==> src/rtl/avr_io_fabric_if.sv <==
`default_nettype none
// ============================================================================
//  Module      : avr_io_fabric_if
//  Description : AVR core I/O bus plus interrupt handshake, core <-> fabric.
//  Revision    : 1.0  initial release
// ============================================================================
interface avr_io_fabric_if #(
    parameter int INTR_WIDTH = 2
) ();
    logic [5:0]            io_a;
    logic                  io_re;
    logic                  io_we;
    logic [7:0]            io_do;
    logic [7:0]            io_di;
    logic                  iflag;
    logic [INTR_WIDTH-1:0] ivect;
    logic                  ieack;

    modport master (
        output io_a, io_re, io_we, io_do, ieack,
        input  io_di, iflag, ivect
    );

    modport slave (
        input  io_a, io_re, io_we, io_do, ieack,
        output io_di, iflag, ivect
    );
endinterface
`default_nettype wire

==> src/rtl/avr_io_fabric.sv <==
`default_nettype none
// ============================================================================
//  Module      : avr_io_fabric
//  Description : I/O slot decoder with registered read path and a vectored
//                interrupt controller driving the core's iflag/ivect.
//  Revision    : 1.0  initial release
// ============================================================================
module avr_io_fabric #(
    parameter int         NSLOTS       = 4,
    parameter int         IRQ_SLOT     = 3,
    parameter int         NIRQ         = 4,
    parameter int         INTR_WIDTH   = 2,
    parameter logic [7:0] DEFAULT_DATA = 8'h00
) (
    input  logic                  clk,
    input  logic                  reset,
    avr_io_fabric_if.slave        bus,
    output logic [NSLOTS-1:0]     slot_re,
    output logic [NSLOTS-1:0]     slot_we,
    input  logic [NSLOTS*8-1:0]   slot_dout,
    input  logic [NIRQ-1:0]       irq_in
);
    localparam logic [2:0] c_nslots     = 3'(NSLOTS);
    localparam logic [1:0] c_irq_slot   = 2'(IRQ_SLOT);
    localparam bit         c_irq_mapped = (IRQ_SLOT < NSLOTS);

    typedef enum logic [1:0] {
        S_IDLE   = 2'd0,
        S_ASSERT = 2'd1,
        S_GAP    = 2'd2
    } state_t;

    // ---------------- decode ----------------
    logic [1:0] w_slot;
    logic [3:0] w_off;
    logic       w_slot_mapped;
    logic       w_irq_sel;
    logic       w_fwd;

    assign w_slot        = bus.io_a[5:4];
    assign w_off         = bus.io_a[3:0];
    assign w_slot_mapped = ({1'b0, w_slot} < c_nslots);
    assign w_irq_sel     = c_irq_mapped && (w_slot == c_irq_slot);
    assign w_fwd         = w_slot_mapped && !w_irq_sel;

    for (genvar s = 0; s < NSLOTS; s++) begin : g_strobe
        assign slot_re[s] = bus.io_re && w_fwd && (w_slot == 2'(s));
        assign slot_we[s] = bus.io_we && w_fwd && (w_slot == 2'(s));
    end

    // ---------------- interrupt registers ----------------
    logic [NIRQ-1:0] r_ien, r_pend, r_iedge, r_irq_q;
    logic [NIRQ-1:0] w_pend_eff, w_req, w_set, w_w1c, w_clr_ack, w_wdata;
    logic            w_irq_we;
    logic [7:0]      w_irq_rdata;

    state_t                r_state, w_state_nx;
    logic                  r_iflag, w_iflag_nx;
    logic [INTR_WIDTH-1:0] r_ivect, w_ivect_nx, w_win;
    logic                  w_req_cur;

    // Level-mode bits expose the live request; edge-mode bits use the sticky latch.
    assign w_pend_eff = (r_pend & r_iedge) | (irq_in & ~r_iedge);
    assign w_req      = w_pend_eff & r_ien;
    assign w_irq_we   = bus.io_we && w_irq_sel;
    assign w_wdata    = bus.io_do[NIRQ-1:0];
    assign w_set      = irq_in & ~r_irq_q & r_iedge;
    assign w_w1c      = (w_irq_we && w_off == 4'd1) ? (w_wdata & r_iedge) : '0;

    for (genvar i = 0; i < NIRQ; i++) begin : g_ack_clr
        assign w_clr_ack[i] = (r_state == S_ASSERT) && bus.ieack &&
                              (r_ivect == INTR_WIDTH'(i));
    end

    always_ff @(posedge clk) begin
        if (reset) begin
            r_ien   <= '0;
            r_pend  <= '0;
            r_iedge <= '1;
            r_irq_q <= '0;
        end else begin
            r_irq_q <= irq_in;
            // Set is ORed in last so a new edge beats W1C and ack clears.
            r_pend  <= ((r_pend & ~w_w1c & ~w_clr_ack) | w_set) & r_iedge;
            if (w_irq_we && w_off == 4'd0) r_ien   <= w_wdata;
            if (w_irq_we && w_off == 4'd2) r_iedge <= w_wdata;
        end
    end

    always_comb begin
        w_irq_rdata = DEFAULT_DATA;
        case (w_off)
            4'd0: begin w_irq_rdata = '0; w_irq_rdata[NIRQ-1:0] = r_ien;      end
            4'd1: begin w_irq_rdata = '0; w_irq_rdata[NIRQ-1:0] = w_pend_eff; end
            4'd2: begin w_irq_rdata = '0; w_irq_rdata[NIRQ-1:0] = r_iedge;    end
            default: ;
        endcase
    end

    // ---------------- read path ----------------
    logic [2:0] r_rd_slot;
    logic       r_rd_pend;
    logic [7:0] r_irq_rdata, r_di_hold, w_sel_dout, w_di;

    always_ff @(posedge clk) begin
        if (reset) begin
            r_rd_slot   <= c_nslots;
            r_rd_pend   <= 1'b0;
            r_irq_rdata <= DEFAULT_DATA;
            r_di_hold   <= DEFAULT_DATA;
        end else begin
            r_rd_pend <= bus.io_re;
            if (bus.io_re) begin
                r_rd_slot   <= {1'b0, w_slot};
                r_irq_rdata <= w_irq_rdata;
            end
            if (r_rd_pend) r_di_hold <= w_di;
        end
    end

    always_comb begin
        w_sel_dout = DEFAULT_DATA;
        for (int s = 0; s < NSLOTS; s++) begin
            if (r_rd_slot == 3'(s)) w_sel_dout = slot_dout[8*s +: 8];
        end
        if (!r_rd_pend)
            w_di = r_di_hold;
        else if (r_rd_slot >= c_nslots)
            w_di = DEFAULT_DATA;
        else if (c_irq_mapped && r_rd_slot == {1'b0, c_irq_slot})
            w_di = r_irq_rdata;
        else
            w_di = w_sel_dout;
    end

    assign bus.io_di = w_di;

    // ---------------- arbitration and handshake FSM ----------------
    always_comb begin
        w_win     = '0;
        w_req_cur = 1'b0;
        for (int i = NIRQ - 1; i >= 0; i--) begin
            if (w_req[i]) w_win = INTR_WIDTH'(i);
        end
        for (int i = 0; i < NIRQ; i++) begin
            if (r_ivect == INTR_WIDTH'(i)) w_req_cur = w_req[i];
        end
    end

    always_ff @(posedge clk) begin
        if (reset) begin
            r_state <= S_IDLE;
            r_iflag <= 1'b0;
            r_ivect <= '0;
        end else begin
            r_state <= w_state_nx;
            r_iflag <= w_iflag_nx;
            r_ivect <= w_ivect_nx;
        end
    end

    always_comb begin
        w_state_nx = r_state;
        w_iflag_nx = r_iflag;
        w_ivect_nx = r_ivect;
        case (r_state)
            S_IDLE: begin
                if (|w_req) begin
                    w_ivect_nx = w_win;
                    w_iflag_nx = 1'b1;
                    w_state_nx = S_ASSERT;
                end
            end
            S_ASSERT: begin
                if (bus.ieack) begin
                    w_iflag_nx = 1'b0;
                    w_state_nx = S_GAP;
                end else if (!w_req_cur) begin
                    w_iflag_nx = 1'b0;
                    w_state_nx = S_IDLE;
                end
            end
            S_GAP:   w_state_nx = S_IDLE;
            default: begin
                w_iflag_nx = 1'b0;
                w_state_nx = S_IDLE;
            end
        endcase
    end

    assign bus.iflag = r_iflag;
    assign bus.ivect = r_ivect;

endmodule
`default_nettype wire

==> src/flat_wrapper.sv <==
// flat-port wrapper written by rule: the top's interface ports become plain ports
module avr_io_fabric_flat 
#(
    parameter int         NSLOTS       = 4,
    parameter int         IRQ_SLOT     = 3,
    parameter int         NIRQ         = 4,
    parameter int         INTR_WIDTH   = 2,
    parameter logic [7:0] DEFAULT_DATA = 8'h00
)
  (clk, reset, slot_re, slot_we, slot_dout, irq_in, bus_io_a, bus_io_re, bus_io_we, bus_io_do, bus_ieack, bus_io_di, bus_iflag, bus_ivect);
  avr_io_fabric_if #(.INTR_WIDTH(INTR_WIDTH)) bus_i ();
  input  logic clk;
  input  logic reset;
  output logic [NSLOTS-1:0] slot_re;
  output logic [NSLOTS-1:0] slot_we;
  input  logic [NSLOTS*8-1:0] slot_dout;
  input  logic [NIRQ-1:0] irq_in;
  input wire logic [$bits(bus_i.io_a)-1:0] bus_io_a;
  input wire logic [$bits(bus_i.io_re)-1:0] bus_io_re;
  input wire logic [$bits(bus_i.io_we)-1:0] bus_io_we;
  input wire logic [$bits(bus_i.io_do)-1:0] bus_io_do;
  input wire logic [$bits(bus_i.ieack)-1:0] bus_ieack;
  output wire logic [$bits(bus_i.io_di)-1:0] bus_io_di;
  output wire logic [$bits(bus_i.iflag)-1:0] bus_iflag;
  output wire logic [$bits(bus_i.ivect)-1:0] bus_ivect;
  assign bus_i.io_a = bus_io_a;
  assign bus_i.io_re = bus_io_re;
  assign bus_i.io_we = bus_io_we;
  assign bus_i.io_do = bus_io_do;
  assign bus_i.ieack = bus_ieack;
  assign bus_io_di = bus_i.io_di;
  assign bus_iflag = bus_i.iflag;
  assign bus_ivect = bus_i.ivect;
  avr_io_fabric #(.NSLOTS(NSLOTS), .IRQ_SLOT(IRQ_SLOT), .NIRQ(NIRQ), .INTR_WIDTH(INTR_WIDTH), .DEFAULT_DATA(DEFAULT_DATA)) u_core (.clk(clk), .reset(reset), .bus(bus_i), .slot_re(slot_re), .slot_we(slot_we), .slot_dout(slot_dout), .irq_in(irq_in));
endmodule
==> config.mk <==
export PLATFORM = sky130hd
export DESIGN_NAME = avr_io_fabric_flat
export DESIGN_NICKNAME = d
export VERILOG_FILES = /design/src/rtl/avr_io_fabric_if.sv /design/src/rtl/avr_io_fabric.sv /design/src/flat_wrapper.sv
export SDC_FILE = /design/constraint.sdc
export NUM_CORES = 1
export LEC_CHECK = 0
export ABC_AREA = 1
export CAP_MARGIN = 15
export CELL_PAD_IN_SITES_DETAIL_PLACEMENT = 1
export CELL_PAD_IN_SITES_GLOBAL_PLACEMENT = 2
export CORE_MARGIN = 4
export CORE_UTILIZATION = 22
export CTS_CLUSTER_DIAMETER = 150
export CTS_CLUSTER_SIZE = 25
export DETAILED_ROUTE_END_ITERATION = 10
export PLACE_DENSITY = 0.8
export SLEW_MARGIN = 30
export SYNTH_ARGS = -nofsm -noshare
export SYNTH_HDL_FRONTEND = slang
export SYNTH_SLANG_ARGS = --single-unit
==> constraint.sdc <==
create_clock -name clk -period 1.53 [get_ports clk]
set_input_delay 0.306 -clock clk [delete_from_list [all_inputs] [get_ports clk]]
set_output_delay 0.306 -clock clk [all_outputs]
set_load 0.005 [all_outputs]
* Word level (Yosys, flattened, before mapping)
Index checks and enable logic that the tools add are counted.
Word-level totals: output and inout port bits 19, register bits 41, logic and storage cells 96
Operators by class: reductions and logical operators 29, $lt $le $gt $ge 1, muxes and demuxes 24, eq/ne operators 15, bitwise operators 16
Operators with widths (number):
- $mux W8 | 6
- $and A4 B4 Y4 | 9
- $logic_and A1 B1 Y1 | 19
- $not A4 Y4 | 4
- $mux W2 | 7
- $pmux W4 S3 | 1
- $eq A2 B2 Y1 const B | 5
- $or A4 B4 Y4 | 2
- $mux W1 | 7
- $eq A2 B1 Y1 const B | 3
- $eq A3 B2 Y1 const B | 2
- $logic_not A2 Y1 | 3
- $eq A4 B1 Y1 const B | 1
- $eq A4 B2 Y1 const B | 1
- $logic_not A4 Y1 | 1
- $mux W4 | 1
- $pmux W2 S2 | 1
- $reduce_and A2 Y1 | 2
- $reduce_or A4 Y1 | 1
- $eq A3 B1 Y1 const B | 1
- $ge A3 B3 Y1 const B | 1
- $logic_not A3 Y1 | 1
- $ne A3 B3 Y1 const B | 1
- $pmux W1 S3 | 1
- other kinds (4) | 4

* Longest topological paths before layout
depth in word-level cells 11, mapped depth 9, gate-level depth less buffers 9

* Least setup slack after synthesis
No wires, ideal clock.
path kind register -> output, from reg u_core.r_rd_slot[1], to out bus_io_di[0], cell stages (with the launch flop) 6, arrival time 977 ps, path slack 247 ps, path buffers 0, required time 1224 ps, cells stage by stage dfxtp_1 > nor3_2 > nand2_1 > nand4_1 > nand2_2 > nand2_1
On the way: longest elaborated chain between the ends 7, elaborated cells between the ends (all ways) 11, classes of those cells 1 x order compare; 3 x eq/ne; 6 x mux; 1 x reduce/logical
RTL lines:
- start: declaration | RTL line avr_io_fabric.sv:101 | logic [2:0] r_rd_slot;
- start signal: assignment | RTL line avr_io_fabric.sv:107 | r_rd_slot <= c_nslots;
- start signal: assignment | RTL line avr_io_fabric.sv:114 | r_rd_slot <= {1'b0, w_slot};
- $logic_not A3 Y1 | RTL line avr_io_fabric.sv:124 | if (r_rd_slot == 3'(s)) w_sel_dout = slot_dout[8*s +: 8];
- $mux W8 (3 in a row) | RTL line avr_io_fabric.sv:124
- $mux W8 | RTL line avr_io_fabric.sv:130 | else if (c_irq_mapped && r_rd_slot == {1'b0, c_irq_slot})
- $mux W8 (*) | RTL line avr_io_fabric.sv:128 | else if (r_rd_slot >= c_nslots)
- $mux W8 (*) | RTL line avr_io_fabric.sv:126 | if (!r_rd_pend)
- end: declaration | RTL line flat_wrapper.sv:23 | output wire logic [$bits(bus_i.io_di)-1:0] bus_io_di;
Every way passes the cells marked *; elsewhere a longest branch is shown, timed or not.

* Worst setup path after layout
from reg u_core.r_rd_slot[2], to out bus_io_di[4]
Same word-level chain as after synthesis.

==> results <==
[layout make-up]
type / count / area, µm²
multi-input combinational: 232 / 1100
clock inverter: 1 / 30.0
tap: 108 / 135
fill: 1106 / 5370
sequential: 37 / 752
timing repair buffer: 120 / 1070
inverter: 35 / 133
clock buffer: 7 / 86.3
[worst reg2reg max path, cell delays in order, from the launching register on]
cell	delay, ns
dfxtp_2	0.34
buf_6	0.12
nor3_4	0.15
buf_6	0.14
buf_6	0.10
buf_6	0.09
nand2_4	0.04
nand3_2	0.05
nand2_2	0.06
buf_4	0.13
buf_4	0.12
buf_4	0.12
buf_4	0.12
a21oi_2	0.09
[flip-flops by register name, summed over array words and instances, names as in the netlist]
signal              count
u_core.r_iedge          4
u_core.r_rd_slot        3
u_core.r_irq_rdata      4
u_core.r_state          2
u_core.r_rd_pend        1
u_core.r_di_hold        8
u_core.bus.iflag        1
u_core.r_pend           4
u_core.bus.ivect        2
u_core.r_irq_q          4
u_core.r_ien            4
[metal layers]
metal  track usage  routed length (µm)  vias up  share of wire
met5             0                   0        -              0
met4        0.0212                  31        0         0.0046
met3        0.0246                 323        4          0.048
met2         0.252                3240       46           0.48
met1         0.168                3190     1080           0.47
li1              -                   -     1205              -
[what timing repair did]
action | CTS | global route
cloned | 0 | 0
buffers inserted | 15 | 1
gates resized for setup | 75 | 14
pin swaps | 4 | 4
endpoints found under the setup margin | 16 | 13
[cell usage after synthesis, types with 3 or more instances]
| master | n | area share |
|---|---|---|
| o21ai_0 | 6 | 0.015 |
| nand2_2 | 4 | 0.013 |
| nor2_1 | 37 | 0.071 |
| inv_1 | 30 | 0.058 |
| a21oi_1 | 14 | 0.036 |
| or2_2 | 3 | 0.0097 |
| nand2_1 | 116 | 0.22 |
| nand3_1 | 22 | 0.057 |
| o211ai_1 | 4 | 0.015 |
| nand4_1 | 4 | 0.013 |
| inv_2 | 4 | 0.0077 |
| dfxtp_1 | 37 | 0.38 |
| nor2_2 | 3 | 0.0097 |
| a21oi_2 | 8 | 0.036 |
[logic make-up after synthesis]
group	count (synthesis)	share of synthesized area
AOI/OAI and AO/OA	36	0.117
DFF	37	0.381
buffers and inverters	40	0.0811
other	1	0.00193
and+or+nand+nor	194	0.419
[power by group through the flow]
stage	Combinational, W	Clock [W]	Sequential [W]
4_1_cts	0.000418	0.000928	0.00101
3_5_place_dp	0.000397	0	0.00103
5_1_grt	0.000471	0.000976	0.00101
2_1_floorplan	0.000141	0	0.00103
3_3_place_gp	0.000389	0	0.00103
6_report	0.000424	0.000894	0.00101
[metrics by stage]
step / setup TNS, ns / utilization / hold slack (ns) / std cells
floorplan: 0 / - / 0.417 / 309
global placement: -5.89 / 0.347 / 0.456 / 516
detailed placement: -7.31 / 0.347 / 0.460 / 516
CTS: -2.62 / 0.374 / 0.472 / 539
global route: -3.31 / 0.381 / 0.494 / 540
finish: -2.28 / 0.381 / 0.469 / 540
[path summary, 6_finish.rpt]
kind / startpoint / to / slack, ns / cells after the start
hold reg to reg: u_core.r_irq_rdata[0] / u_core.r_irq_rdata[0] / 0.47 / 2
setup / recovery: u_core.r_rd_slot[2] / bus_io_di[4] / -0.31 / 10
setup reg to reg: u_core.r_rd_slot[2] / u_core.r_di_hold[4] / -0.19 / 13
hold / removal: u_core.r_irq_rdata[0] / u_core.r_irq_rdata[0] / 0.47 / 2
==> flow_summary.yaml <==
run_status:
  status: "complete, but fails checks"
  violations: "setup timing"
final_layout:
  area_growth_pct: 70.2
  layout_common_cells: "nand2_1, buf_4, clkdlybuf4s50_1"
  final_common_cell: "nand2_1"
  layout.nets: 486
  fin_area_um2: 3310
  antenna_cells: 0
  drive_above_1_share: 0.282
floorplan:
  initial_core_util: 0.224
  die_height_um: 102
  dieWidth_um: 102
  num_io_pins: 74
  rows: 34
  coreArea_um2: 8680
  die_area_um2: 10400
clock_tree:
  worstSkewPairLatency_ns: 0.28
  cts_root_buf: "clkbuf_8"
  cts_buffers: 5
  holdBufCountCts: 0
  cts_tree: "built"
  clkSinkCount: 37
  clkTransAtPathRegs_ns: 0.08
  clock_path_buffers: 2
  htreeDepth: 2
synth:
  ys_seq_area_frac: 0.381
  synth_seq_cells: 37
  yosys_warnings: 0
  synth_cell_types: 27
  synth_flop_cell: "dfxtp_1"
  syn_area_per_cell_um2: 6.31
  netlist_instances: 308
  syn-cell-area_um2: 1940
  async_flop_share: 0
  synth_edf_count: 0
worst_setup_path:
  cp-start-kind: "flop"
  cp_num_buf_inv: 5
  cp_common_cell: "buf_6"
  path_delay_family: "buffers and inverters"
  slowest_stage: "dfxtp_2"
  cp_cell_sequence: "buf_6 > nor3_4 > buf_6 > buf_6 > buf_6 > nand2_4 > nand3_2 > nand2_2 > nand2_1 > buf_2"
  criticalPathCategory: "reg2out"
  critPathRequiredTime_ns: 1.22
  critPathCaptureType: "output port"
  worstPathArrival_ns: 1.53
  crit_fanout: 5
  cpPeakStageDelay_ns: 0.34
drt:
  vias: 2335
  wl_um: 6780
  wire_per_inst_um: 12.6
  ant_nets: 0
  drc: 0
  vias_per_cell: 4.32
  drtIter0Drc: 28
  first_pass_iters: 4
timing:
  post-route-period-util: 1.20
  slew_violations: 0
  finalClockSkew_ns: 0.00865
  layout_setup_ws_ns: -0.310
  fin_crit_ns: 1.84
  rsz0062_at_grt: "yes"
  finalSetupViolCount: 10
  fmax_mhz: 544
  hold_viol_final: 0
power:
  total_power_w: 0.00232
  ir_worst_vdd_mv: 0.305
  p_clk_frac: 0.385
  comb_power_share: 0.182
  power.switching_w: 0.000559
  p_int_w: 0.00177
  p_seq_frac: 0.433
  cellPowerDensity_nw_per_um2: 703
  p_leak_nw: 1.61
  switching_share: 0.240
placement:
  place_area_um2: 3010
  dp_hpwl_um: 5160
  numPortBuffers: 59
  dp_slack_ns: -0.458
  place_congestion: 0.832
global_routing:
  antenna_found_initial: 0
  grt_remaining_overflow: 0
  grt_use_total: 0.137
  grt_pass1_wl_um: 11500
  grt_pass1_vias: 2489
  grt_max_degree: 18
job:
  max_cap_violations: 0
worst_hold_path:
  hold_path.class: "reg2reg"
(Power assumes the default switching activity.)
